[config.mk]
export PLATFORM = sky130hd
export DESIGN_NAME = fb_swap_ctrl
export DESIGN_NICKNAME = d
export VERILOG_FILES = /design/src/rtl/fb_swap_ctrl_pkg.sv /design/src/rtl/fb_addr_cnt.sv /design/src/rtl/fb_swap_ctrl.sv
export SDC_FILE = /design/constraint.sdc
export NUM_CORES = 1
export LEC_CHECK = 0
export CORE_UTILIZATION = 30
export DETAILED_ROUTE_END_ITERATION = 8
export PLACE_DENSITY_LB_ADDON = 0.08
export SLEW_MARGIN = 0
export SYNTH_ARGS = -nofsm -noshare
export SYNTH_HDL_FRONTEND = slang
export SYNTH_SLANG_ARGS = --single-unit
[constraint.sdc]
create_clock -name clk -period 2 [get_ports clk]
set_clock_uncertainty 0.2 [all_clocks]
set_input_delay 0.4 -clock clk [delete_from_list [all_inputs] [get_ports clk]]
set_output_delay 0.4 -clock clk [all_outputs]
set_load 0.02 [all_outputs]
[src/rtl/fb_swap_ctrl_pkg.sv]
// Shared definitions for the framebuffer swap controller: FSM state
// encoding, address width and the last-pixel index helper.
package fb_swap_ctrl_pkg;

    localparam int unsigned ADDR_W     = 20;
    localparam int unsigned H_DISP_DEF = 1280;
    localparam int unsigned V_DISP_DEF = 720;

    typedef enum logic [1:0] {
        IDLE    = 2'd0,
        RENDER  = 2'd1,
        WAIT_VS = 2'd2,
        SWAP    = 2'd3
    } fb_state_e;

    // Index of the last pixel of a frame (pixels are numbered from 0).
    function automatic logic [ADDR_W-1:0] frame_pix(input int unsigned h, input int unsigned v);
        return ADDR_W'(h * v - 32'd1);
    endfunction

    localparam logic [ADDR_W-1:0] FRAME_PIX = frame_pix(H_DISP_DEF, V_DISP_DEF);

endpackage

[src/rtl/fb_addr_cnt.sv]
// Pixel address counter: counts accepted pixels, wraps to 0 after the
// last pixel of a frame and flags that last pixel on tc_o.
module fb_addr_cnt
    import fb_swap_ctrl_pkg::*;
#(
    parameter logic [ADDR_W-1:0] LAST = FRAME_PIX
) (
    input  logic              clk,
    input  logic              en_i,
    input  logic              clr_i,
    output logic [ADDR_W-1:0] cnt_o,
    output logic              tc_o
);

    logic [ADDR_W-1:0] cnt_q;
    logic [ADDR_W-1:0] cnt_d;

    // Next count: clear wins, otherwise advance on enable and wrap at LAST.
    always_comb begin
        cnt_d = cnt_q;
        if (clr_i) begin
            cnt_d = '0;
        end else if (en_i) begin
            cnt_d = tc_o ? '0 : cnt_q + 1'b1;
        end
    end

    // Count register.
    // NOTE: sequential state is written with <= so every flop samples the
    // pre-edge values; blocking = here would create order-dependent races.
    always_ff @(posedge clk) begin
        cnt_q <= cnt_d;
    end

    assign cnt_o = cnt_q;
    assign tc_o  = (cnt_q == LAST);

endmodule

[src/rtl/fb_swap_ctrl.sv]
// Double-buffered framebuffer swap controller. Sequences render frames
// into the back bank, waits for display vsync, then swaps banks so the
// display never scans a bank that is being written.
module fb_swap_ctrl
    import fb_swap_ctrl_pkg::*;
#(
    parameter int unsigned H_DISP = H_DISP_DEF,
    parameter int unsigned V_DISP = V_DISP_DEF
) (
    input  logic              clk,
    input  logic              rst,
    input  logic              pix_valid,
    input  logic              disp_vs,
    output logic              render_start,
    output logic              render_stall,
    output logic              wr_en,
    output logic              wr_bank,
    output logic [ADDR_W-1:0] wr_addr,
    output logic              rd_bank,
    output logic [15:0]       frame_cnt,
    output logic [7:0]        dup_cnt,
    output logic              ovf_err
);

    localparam logic [ADDR_W-1:0] LAST_PIX = frame_pix(H_DISP, V_DISP);

    fb_state_e         state_q, state_d;
    logic              idle_arm_q, idle_arm_d;
    logic              vs_pend_q, vs_pend_d;
    logic              render_start_q;
    logic              render_stall_q;
    logic              wr_bank_q;
    logic              rd_bank_q;
    logic [15:0]       frame_cnt_q;
    logic [7:0]        dup_cnt_q;
    logic              ovf_err_q;

    logic              pix_acc;
    logic              pix_last;
    logic              dup_inc;
    logic              swap_en;
    logic [ADDR_W-1:0] pix_cnt;

    fb_addr_cnt #(
        .LAST (LAST_PIX)
    ) u_addr_cnt (
        .clk   (clk),
        .en_i  (pix_acc),
        .clr_i (rst),
        .cnt_o (pix_cnt),
        .tc_o  (pix_last)
    );

    // Next-state logic: frame sequencing, pending-vsync capture, dup detection.
    always_comb begin
        // NOTE: every signal gets a default before the case so no path can
        // leave it unassigned and infer a latch.
        state_d    = state_q;
        idle_arm_d = idle_arm_q;
        vs_pend_d  = vs_pend_q;
        pix_acc    = 1'b0;
        dup_inc    = 1'b0;
        unique case (state_q)
            IDLE: begin
                // Held for one full cycle after reset release before rendering.
                idle_arm_d = 1'b1;
                dup_inc    = disp_vs;
                if (idle_arm_q) state_d = RENDER;
            end
            RENDER: begin
                pix_acc = pix_valid;
                if (pix_valid && pix_last) begin
                    state_d   = WAIT_VS;
                    // A vsync coinciding with the last pixel is not lost.
                    vs_pend_d = disp_vs;
                end else begin
                    dup_inc = disp_vs;
                end
            end
            WAIT_VS: begin
                if (disp_vs || vs_pend_q) begin
                    state_d   = SWAP;
                    vs_pend_d = 1'b0;
                end
            end
            SWAP: begin
                dup_inc = disp_vs;
                state_d = RENDER;
            end
            default: state_d = IDLE;
        endcase
    end

    assign swap_en = (state_q == WAIT_VS) && (state_d == SWAP);

    // State, bank and status registers; all registered outputs live here.
    always_ff @(posedge clk) begin
        if (rst) begin
            state_q        <= IDLE;
            idle_arm_q     <= 1'b0;
            vs_pend_q      <= 1'b0;
            render_start_q <= 1'b0;
            render_stall_q <= 1'b1;
            wr_bank_q      <= 1'b0;
            rd_bank_q      <= 1'b1;
            frame_cnt_q    <= '0;
            dup_cnt_q      <= '0;
            ovf_err_q      <= 1'b0;
        end else begin
            state_q        <= state_d;
            idle_arm_q     <= idle_arm_d;
            vs_pend_q      <= vs_pend_d;
            render_start_q <= (state_d == RENDER) && (state_q != RENDER);
            render_stall_q <= (state_d != RENDER);
            if (swap_en) begin
                wr_bank_q   <= ~wr_bank_q;
                rd_bank_q   <= ~rd_bank_q;
                frame_cnt_q <= frame_cnt_q + 16'd1;
            end
            if (dup_inc && (dup_cnt_q != 8'hFF)) begin
                dup_cnt_q <= dup_cnt_q + 8'd1;
            end
            if (pix_valid && (state_q != RENDER)) begin
                ovf_err_q <= 1'b1;
            end
        end
    end

    assign render_start = render_start_q;
    assign render_stall = render_stall_q;
    assign wr_en        = pix_acc;
    assign wr_addr      = pix_cnt;
    assign wr_bank      = wr_bank_q;
    assign rd_bank      = rd_bank_q;
    assign frame_cnt    = frame_cnt_q;
    assign dup_cnt      = dup_cnt_q;
    assign ovf_err      = ovf_err_q;

endmodule

==> out/qor.yml, run 1 <==
status: "finished, violations left"
violations: "negative setup slack"
vias: 2582
irDropWorstVdd_uv: 286
hold_buffers: 0
vias_per_cell: 4.76
die-area_um2: 8830
routabilityCongestion: 0.801
crit_type: "flop to flop"
crit_fanout: 4
whs_ps: 284
grt.total_usage: 0.164
synthTopCellsByArea: "dfxtp_1 42%, nor2_1 7.2%, xor2_1 6.6%"
first_pass_iters: 4
yosysUniqueCellTypes: 43
antenna_found_initial: 0
p_per_area_nw_per_um2: 554
syn_inst: 296
synth-seq-area-share: 0.418
tightestPinTransition_ps: 712
hpwlAfterDp_um: 5060
synth_area_um2: 2540
synth-edff-count: 0
drive_above_1_share: 0.318
grt_pass1_wl_um: 11300
synth_top_cell_area_share: 0.418
cts_tree: "yes"
synth-adder-area-share: 0.0394
nets: 448
clockBufferDepth: 2
synth_top_family_by_area: "simple AND/OR/NAND/NOR gates"
rsz0062_at_grt: "true"
synth_top_cell_by_area: "dfxtp_1"
yosysWarnings: 0
worstSetupStartpointType: "flop"
final_antenna_net_count: 0
wl_per_cell_um: 13.0
grt_pass1_vias: 2483
fin_crit_sh: 1.06
synth_top_flop_cell: "dfxtp_1"
synth_nets: 308
hold_violations: 0
die_x_um: 94.0
portBuffers: 53
crit_arrival_ps: 2120
cts_buffers: 5
synthMuxAreaShare: 0.00789
final_cells: 542
synth_xor_area_frac: 0.114
syn_avg_cell_area_um2: 8.58
layout_commonest_cell: "buf_4"
cts.htree.levels: 2
relSlewSlack: 0.524
ys_seq_elements: 53
drv_cap: 0
utilization: 0.520
worst_hold_path_type: "flop to flop"
mostFrequentLayoutCells: "77 x buf_4, 49 x nor2_1, 49 x dfxtp_1"
ys_async_sr_fraction: 0
synth-compound-area-share: 0.0941
pre_cts_slack_ps: -318
max_freq_mhz: 472
synthSimpleGateAreaFrac: 0.294
area_growth_pct: 68.2
grt_overflow_total: 0
finalSetupViolations: 14
period_minus_slack_ps: 2120
leakage_nw: 2.14
final.setup.worst_slack_ps: -120
dp_cells: 517
clock-sinks: 53
fillers: 815
io_pins: 54
first_iter_violations: 86
post-route-drc-count: 0
worstPathRequired_ps: 2000
cp-end-kind: "flop"
slew_viol_final: 0
path_clk_slew_ps: 100
core_um2: 8220
cts-root-buf: "clkbuf_8"
start_util: 0.309
antennaDiodeCount: 0
fp.dieH_um: 94.0
grt_max_degree: 19
routed_wl_um: 7070
clock_latency_ps: 310
rows: 33
routing by layer:
layer / wire length, um / part of all wire / global-route usage / vias to the layer above
met5: 0 / 0 / 0 / -
met4: 65 / 0.0092 / 0.0462 / 0
met3: 238 / 0.034 / 0.0324 / 4
met2: 3620 / 0.51 / 0.307 / 44
met1: 3140 / 0.44 / 0.186 / 1212
li1: - / - / - / 1322
cell usage after synthesis (5+ instances only):
cell	instances
a21oi_1	12
and3_1	8
dfxtp_1	53
ha_1	8
inv_1	8
nand2_1	22
nand3_1	18
nand4_1	14
nor2_1	49
nor3_1	13
or3_1	5
xnor2_1	14
xor2_1	19
metrics by stage:
step / instance area, um2 / setup TNS (ps) / total power, mW
after floorplan: 2590 / -11.2 / 1.41
after global placement: 3750 / -8460 / 1.62
after detailed placement: 3750 / -8500 / 1.62
after CTS: 4100 / -852 / 2.39
after global routing: 4270 / -2520 / 2.49
final: 4270 / -821 / 2.36
path summary, 6_finish.rpt:
check / from / cells past startpoint / to / slack, ps
hold / removal: ovf_err / 2 / ovf_err / 280
hold reg to reg: ovf_err / 2 / ovf_err / 280
setup / recovery: u_addr_cnt.cnt_o[13] / 7 / dup_cnt[1] / -120
setup reg to reg: u_addr_cnt.cnt_o[13] / 7 / dup_cnt[1] / -120
logic make-up after synthesis:
family / count (synthesis)
simple gates: 147
flops: 53
compound gates: 34
xor+xnor: 33
buf+inv: 19
fa+ha+maj: 8
mux: 2
area by class of cell:
type | count | area, um2 | share of cell area
clock buffers | 6 | 93.8 | 0.0220
clock inverters | 2 | 15.0 | 0.00352
inverters | 10 | 45.0 | 0.0105
multi-input cells | 224 | 1620 | 0.379
flip-flops and latches | 53 | 1070 | 0.251
well taps | 105 | 131 | 0.0308
repair buffers | 142 | 1300 | 0.304
worst max-delay path, stage by stage (launching register included):
cell,delay [ps]
dfxtp_4,350
or4_4,560
nor4_4,200
a41o_2,270
buf_6,110
buf_6,100
mux2i_1,170
nor2_1,50
timing repair:
| action | CTS | global route |
|---|---|---|
| gates resized for setup | 48 | 41 |
| endpoints found under the setup margin | 41 | 60 |
| buffers inserted | 11 | 6 |
| hold endpoints to repair | 0 | 0 |
| pin swaps | 18 | 30 |
sequential cells by signal, indices dropped and copies added, names as in the netlist:
| register | cells |
|---|---|
| u_addr_cnt.cnt_o | 20 |
| state_q | 2 |
| render_start | 1 |
| vs_pend_q | 1 |
| idle_arm_q | 1 |
| rd_bank | 1 |
| frame_cnt | 16 |
| dup_cnt | 8 |
| render_stall | 1 |
| wr_bank | 1 |
| ovf_err | 1 |
where the power goes:
group / switching (mW) / internal [mW]
clock network: 0.379 / 0.326
logic: 0.263 / 0.271
registers: 0.0274 / 1.10
Power figures use the tool's default switching activity.
==> run 2, diff against run 1 <==
--- a/constraint.sdc
+++ b/constraint.sdc
@@ -4,2 +4,2 @@
 set_output_delay 0.4 -clock clk [all_outputs]
-set_load 0.02 [all_outputs]
+set_load 0.01 [all_outputs]
==> out/qor.yml, run 2 (synthesized netlist as in run 1, its figures left out) <==
p_total_mw: 2.34  # was 2.36 mW
drive_above_1_share: 0.299  # was 0.318
start_util: 0.309  # unchanged
routabilityCongestion: 0.827  # was 0.801
post-route-drc-count: 0  # unchanged
cp-end-kind: "flop"  # unchanged
p_sw_frac: 0.275  # was 0.283
cpPeakStageDelay_ps: 410  # was 560 ps
period_minus_slack_ps: 2110  # was 2120 ps
antennaDiodeCount: 0  # unchanged
power_frac_seq: 0.481  # was 0.476
mostFrequentLayoutCells: "69 x buf_4, 50 x clkdlybuf4s50_1, 49 x dfxtp_1"  # was 77 x buf_4, 49 x nor2_1, 49 x dfxtp_1
largest_reg_flops: 20  # unchanged
cp-startpoint: "state_q[1]"  # was u_addr_cnt.cnt_o[13]
net-switching-power_uw: 645  # was 670 uW
tightestPinTransition_ps: 428  # was 712 ps
crit_fanout: 6  # was 4
vias_per_cell: 4.83  # was 4.76
r2r_start: "state_q[1]"  # was u_addr_cnt.cnt_o[13]
finalSetupViolations: 13  # was 14
vias: 2577  # was 2582
core_um2: 8220  # unchanged
p_int_mw: 1.70  # was 1.69 mW
crit_arrival_ps: 2100  # was 2120 ps
first_pass_iters: 4  # unchanged
worst_hold_path_type: "flop to flop"  # unchanged
p_per_area_nw_per_um2: 570  # was 554 nW/um2
area_growth_pct: 61.8  # was 68.2%
path_clk_slew_ps: 100  # about the same
status: "finished, violations left"  # unchanged
clockBufferDepth: 2  # unchanged
p_comb_frac: 0.252  # was 0.226
final.setup.worst_slack_ps: -111  # was -120 ps
worstPathRequired_ps: 1990  # was 2000 ps
dp_cells: 516  # was 517
worstSetupStartpointType: "flop"  # unchanged
hold_violations: 0  # unchanged
antenna_found_initial: 0  # unchanged
worstPathCellList: "inv_6 > buf_6 > ha_4 > buf_6 > a221o_1 > buf_4 > nor3_2 > xnor2_1 > nor2_1"  # was or4_4 > nor4_4 > a41o_2 > buf_6 > buf_6 > mux2i_1 > nor2_1
cp_slowest_cell: "dfxtp_4"  # was or4_4
drv_cap: 0  # unchanged
routed_wl_um: 7330  # was 7070 um
max_freq_mhz: 474  # was 472 MHz
rows: 33  # unchanged
grt_max_degree: 25  # was 19
clock_latency_ps: 310  # about the same
relSlewSlack: 0.714  # was 0.524
grt_pass1_vias: 2363  # was 2483
irDropWorstVdd_uv: 294  # was 286 uV
cts.htree.levels: 2  # unchanged
pwr-share-clk: 0.267  # was 0.299
cp_common_cell: "buf_6"  # unchanged
die-area_um2: 8830  # unchanged
grt.total_usage: 0.168  # was 0.164
die_x_um: 94.0  # unchanged
grt_overflow_total: 0  # unchanged
leakage_nw: 1.55  # was 2.14 nW
fp.dieH_um: 94.0  # unchanged
crit_type: "flop to flop"  # unchanged
cts_tree: "yes"  # unchanged
cts_buffers: 5  # unchanged
portBuffers: 53  # unchanged
layout_commonest_cell: "buf_4"  # unchanged
fin_crit_sh: 1.06  # about the same
cts-root-buf: "clkbuf_8"  # unchanged
first_iter_violations: 119  # was 86
violations: "negative setup slack"  # unchanged
final_cells: 533  # was 542
final_antenna_net_count: 0  # unchanged
hpwlAfterDp_um: 5050  # was 5060 um
clock-sinks: 53  # unchanged
nets: 440  # was 448
wl_per_cell_um: 13.8  # was 13.0 um
io_pins: 54  # unchanged
slew_viol_final: 0  # unchanged
grt_pass1_wl_um: 11700  # was 11300 um
rsz0062_at_grt: "true"  # unchanged
holdCritStartpoint: "ovf_err"  # unchanged
## run 2: cell count changes in the layout (fill, tap and decap cells not counted), sizes merged
cell,before,now
inv,11,9
clkdlybuf4s15,1,0
clkdlybuf4s50,18,50
dlygate4sd2,12,0
dlymetal6s2s,22,2
clkbuf,6,7
a221o,1,2
a41o,1,2
buf,89,80
## run 2: critical path: cells and delay by family, from the launching register on
| kind | cells | cell delay, ps |
|---|---|---|
| fa+ha+maj | 1 | 190 |
| simple gates | 2 | 200 |
| flops | 1 | 410 |
| xor+xnor | 1 | 140 |
| buf+inv | 4 | 440 |
| compound gates | 1 | 400 |
## run 2: repair_timing
item,CTS,global route
pin swaps,6,33
cloned,2,0
gates resized for setup,22,30
hold buffers,0,0
setup endpoints to repair,33,42
buffers inserted,3,5
## run 2: metal layers
layer	up-vias	share of wire	GRT usage
li1	1315	-	-
met1	1208	0.50	0.237
met2	49	0.45	0.265
met3	5	0.035	0.0275
met4	0	0.0074	0.0423
met5	-	0	0
## run 2: final cells by class
type,count,area [um2]
Clock buffer,7,86.3
Multi-Input combinational cell,226,1600
Fill cell,813,4110
Tap cell,105,131
Sequential cell,53,1070
Timing Repair Buffer,132,1160
Inverter,10,52.6
## run 2: path summary, 6_finish.rpt
| kind | end | slack (ps) | cells past startpoint |
|---|---|---|---|
| worst max-delay path | frame_cnt[9] | -110 | 9 |
| worst max register to register | frame_cnt[9] | -110 | 9 |
| worst min register to register | ovf_err | 310 | 2 |
| worst min-delay path | ovf_err | 310 | 2 |
## run 2: metrics by stage
stage          hold slack (ps)  setup TNS (ps)  utilization  area [um2]  setup slack, ps
3_5_place_dp               283           -9090        0.453        3730             -368
3_3_place_gp               263           -8500        0.453        3730             -349
4_1_cts                    307            -397        0.481        3950            -82.6
5_1_grt                    317           -2570        0.500        4110             -168
6_report                   306            -658        0.500        4110             -111
2_1_floorplan              273           -11.2            -        2580            -11.2
## run 2: power by group through the flow
stage	registers, mW	clock network, mW	logic [mW]
6_report	1.13	0.625	0.590
5_1_grt	1.13	0.688	0.642
4_1_cts	1.13	0.664	0.540
3_5_place_dp	1.14	0	0.476
3_3_place_gp	1.14	0	0.475
2_1_floorplan	1.17	0	0.216
==> run 3, diff against run 2 <==
- GPL_TIMING_DRIVEN: unset -> 0
==> out/qor.yml, run 3 (synthesized netlist as in run 1, its figures left out) <==
first_iter_violations: 98  # was 119
cts_tree: "yes"  # unchanged
grt_pass1_vias: 2292  # was 2363
crit_arrival_ps: 2120  # was 2100 ps
violations: "negative setup slack"  # unchanged
hpwlAfterDp_um: 4700  # was 5050 um
max_freq_mhz: 478  # was 474 MHz
final_cells: 488  # was 533
relSlewSlack: 0.490  # was 0.714
area_growth_pct: 51.2  # was 61.8%
irDropWorstVdd_uv: 283  # was 294 uV
worstPathCellList: "buf_4 > ha_4 > o21ai_4 > a221o_1 > buf_6 > or3_1 > a21oi_1"  # was inv_6 > buf_6 > ha_4 > buf_6 > a221o_1 > buf_4 > nor3_2 > xnor2_1 > nor2_1
post-route-drc-count: 0  # unchanged
grt_pass1_wl_um: 11300  # was 11700 um
start_util: 0.309  # unchanged
ff_latch_area_um2: 1080  # was 1070 um2
placed_cell_area_um2: 3240  # was 3730 um2
rsz0062_at_grt: "true"  # unchanged
rows: 33  # unchanged
grt_overflow_total: 0  # unchanged
cts-root-buf: "clkbuf_8"  # unchanged
use_met1: 0.231  # was 0.237
nets: 394  # was 440
largest_reg_flops: 20  # unchanged
routed_wl_um: 7170  # was 7330 um
final.setup.worst_slack_ps: -90.9  # was -111 ps
crit_type: "flop to flop"  # unchanged
core_um2: 8220  # unchanged
crit_fanout: 5  # was 6
routabilityCongestion: 0.809  # was 0.827
p_total_mw: 2.28  # was 2.34 mW
fp.dieH_um: 94.0  # unchanged
grt.total_usage: 0.166  # was 0.168
mostFrequentLayoutCells: "50 x clkdlybuf4s50_1, 47 x nor2_1, 42 x dfxtp_1"  # was 69 x buf_4, 50 x clkdlybuf4s50_1, 49 x dfxtp_1
cp_slowest_cell: "dfxtp_4"  # unchanged
multi_input_area_um2: 1680  # was 1600 um2
finalSetupViolations: 9  # was 13
leakage_nw: 1.44  # was 1.55 nW
clockBufferDepth: 2  # unchanged
portBuffers: 53  # unchanged
cts_buffers: 5  # unchanged
p_per_area_nw_per_um2: 594  # was 570 nW/um2
io_pins: 54  # unchanged
cp.buffers_inverters: 2  # was 4
pre_cts_slack_ps: -536  # was -368 ps
layout_commonest_cell: "clkdlybuf4s50_1"  # was buf_4
utilization: 0.467  # was 0.500
fillers: 816  # was 813
fin_crit_sh: 1.05  # was 1.06
cpPeakStageDelay_ps: 400  # was 410 ps
antennaDiodeCount: 0  # unchanged
hold_violations: 0  # unchanged
drv_cap: 0  # unchanged
clock-sinks: 53  # unchanged
die_x_um: 94.0  # unchanged
fin_area_um2: 3840  # was 4110 um2
antenna_found_initial: 0  # unchanged
final_antenna_net_count: 0  # unchanged
first_pass_iters: 4  # unchanged
hold_buffers: 0  # unchanged
path_clk_slew_ps: 90  # was 100 ps
vias_per_cell: 4.95  # was 4.83
grt_max_degree: 16  # was 25
holdCritStartpoint: "ovf_err"  # unchanged
clock_latency_ps: 310  # about the same
use_met3: 0.0388  # was 0.0275
cp-end-kind: "flop"  # unchanged
vias: 2414  # was 2577
r2r_start: "state_q[1]"  # unchanged
drive_above_1_share: 0.251  # was 0.299
cts.htree.levels: 2  # unchanged
dp_cells: 454  # was 516
cp-startpoint: "state_q[1]"  # unchanged
period_minus_slack_ps: 2090  # was 2110 ps
status: "finished, violations left"  # unchanged
worstSetupStartpointType: "flop"  # unchanged
slew_viol_final: 0  # unchanged
crit_family: "compound AO/OA/AOI/OAI gates"  # was buffers and inverters
tightestPinTransition_ps: 762  # was 428 ps
worstPathRequired_ps: 2030  # was 1990 ps
top_usage_layer: "met2"  # unchanged
worst_hold_path_type: "flop to flop"  # unchanged
grtUsageMet2: 0.250  # was 0.265
die-area_um2: 8830  # unchanged
wl_per_cell_um: 14.7  # was 13.8 um
-- run 3: changes by cell type in the layout (fill, tap and decap cells not counted), sizes merged --
| cell | change |
|---|---|
| a221o | -1 |
| clkbuf | +4 |
| dlymetal6s2s | -1 |
| buf | -49 |
| dlygate4sd2 | +1 |
| clkinv | +2 |
| a41o | -1 |
-- run 3: layout make-up --
class | count | area share
multi-input combinational | 224 | 0.437
clock buffer | 6 | 0.0189
clock inverter | 2 | 0.00261
sequential | 53 | 0.282
timing repair buffer | 80 | 0.197
buffer | 8 | 0.0147
inverter | 10 | 0.0137
tap | 105 | 0.0342
-- run 3: worst register-to-register path: stages (launching register included) --
cell	delay [ps]
dfxtp_4	400
buf_4	130
ha_4	180
o21ai_4	90
a221o_1	370
buf_6	180
or3_1	340
a21oi_1	130
-- run 3: power by group --
group	total, mW	leakage (nW)	switching (mW)	internal, mW
Clock	0.610	0.0450	0.365	0.244
Combinational	0.532	0.961	0.253	0.279
Sequential	1.14	0.435	0.0405	1.10
-- run 3: worst paths after layout --
path	slack [ps]	endpoint	cells after the start
setup / recovery	-90	frame_cnt[3]	7
hold / removal	290	ovf_err	2
setup reg to reg	-90	frame_cnt[3]	7
hold reg to reg	290	ovf_err	2
-- run 3: timing repair --
item	CTS	global route
setup endpoints to repair	49	41
pin swaps	13	18
buffers inserted	18	7
gates cloned	1	1
resized for setup	42	42
-- run 3: stage by stage --
step / TNS, ps / hold slack [ps]
floorplan: -11.2 / 273
global placement: -21120 / 258
detailed placement: -19840 / 263
CTS: -621 / 289
global route: -1820 / 326
finish: -531 / 289
-- run 3: metal layers --
layer	wire [um]	up-vias
met5	0	-
met4	111	0
met3	263	7
met2	3210	41
met1	3590	1159
li1	-	1207
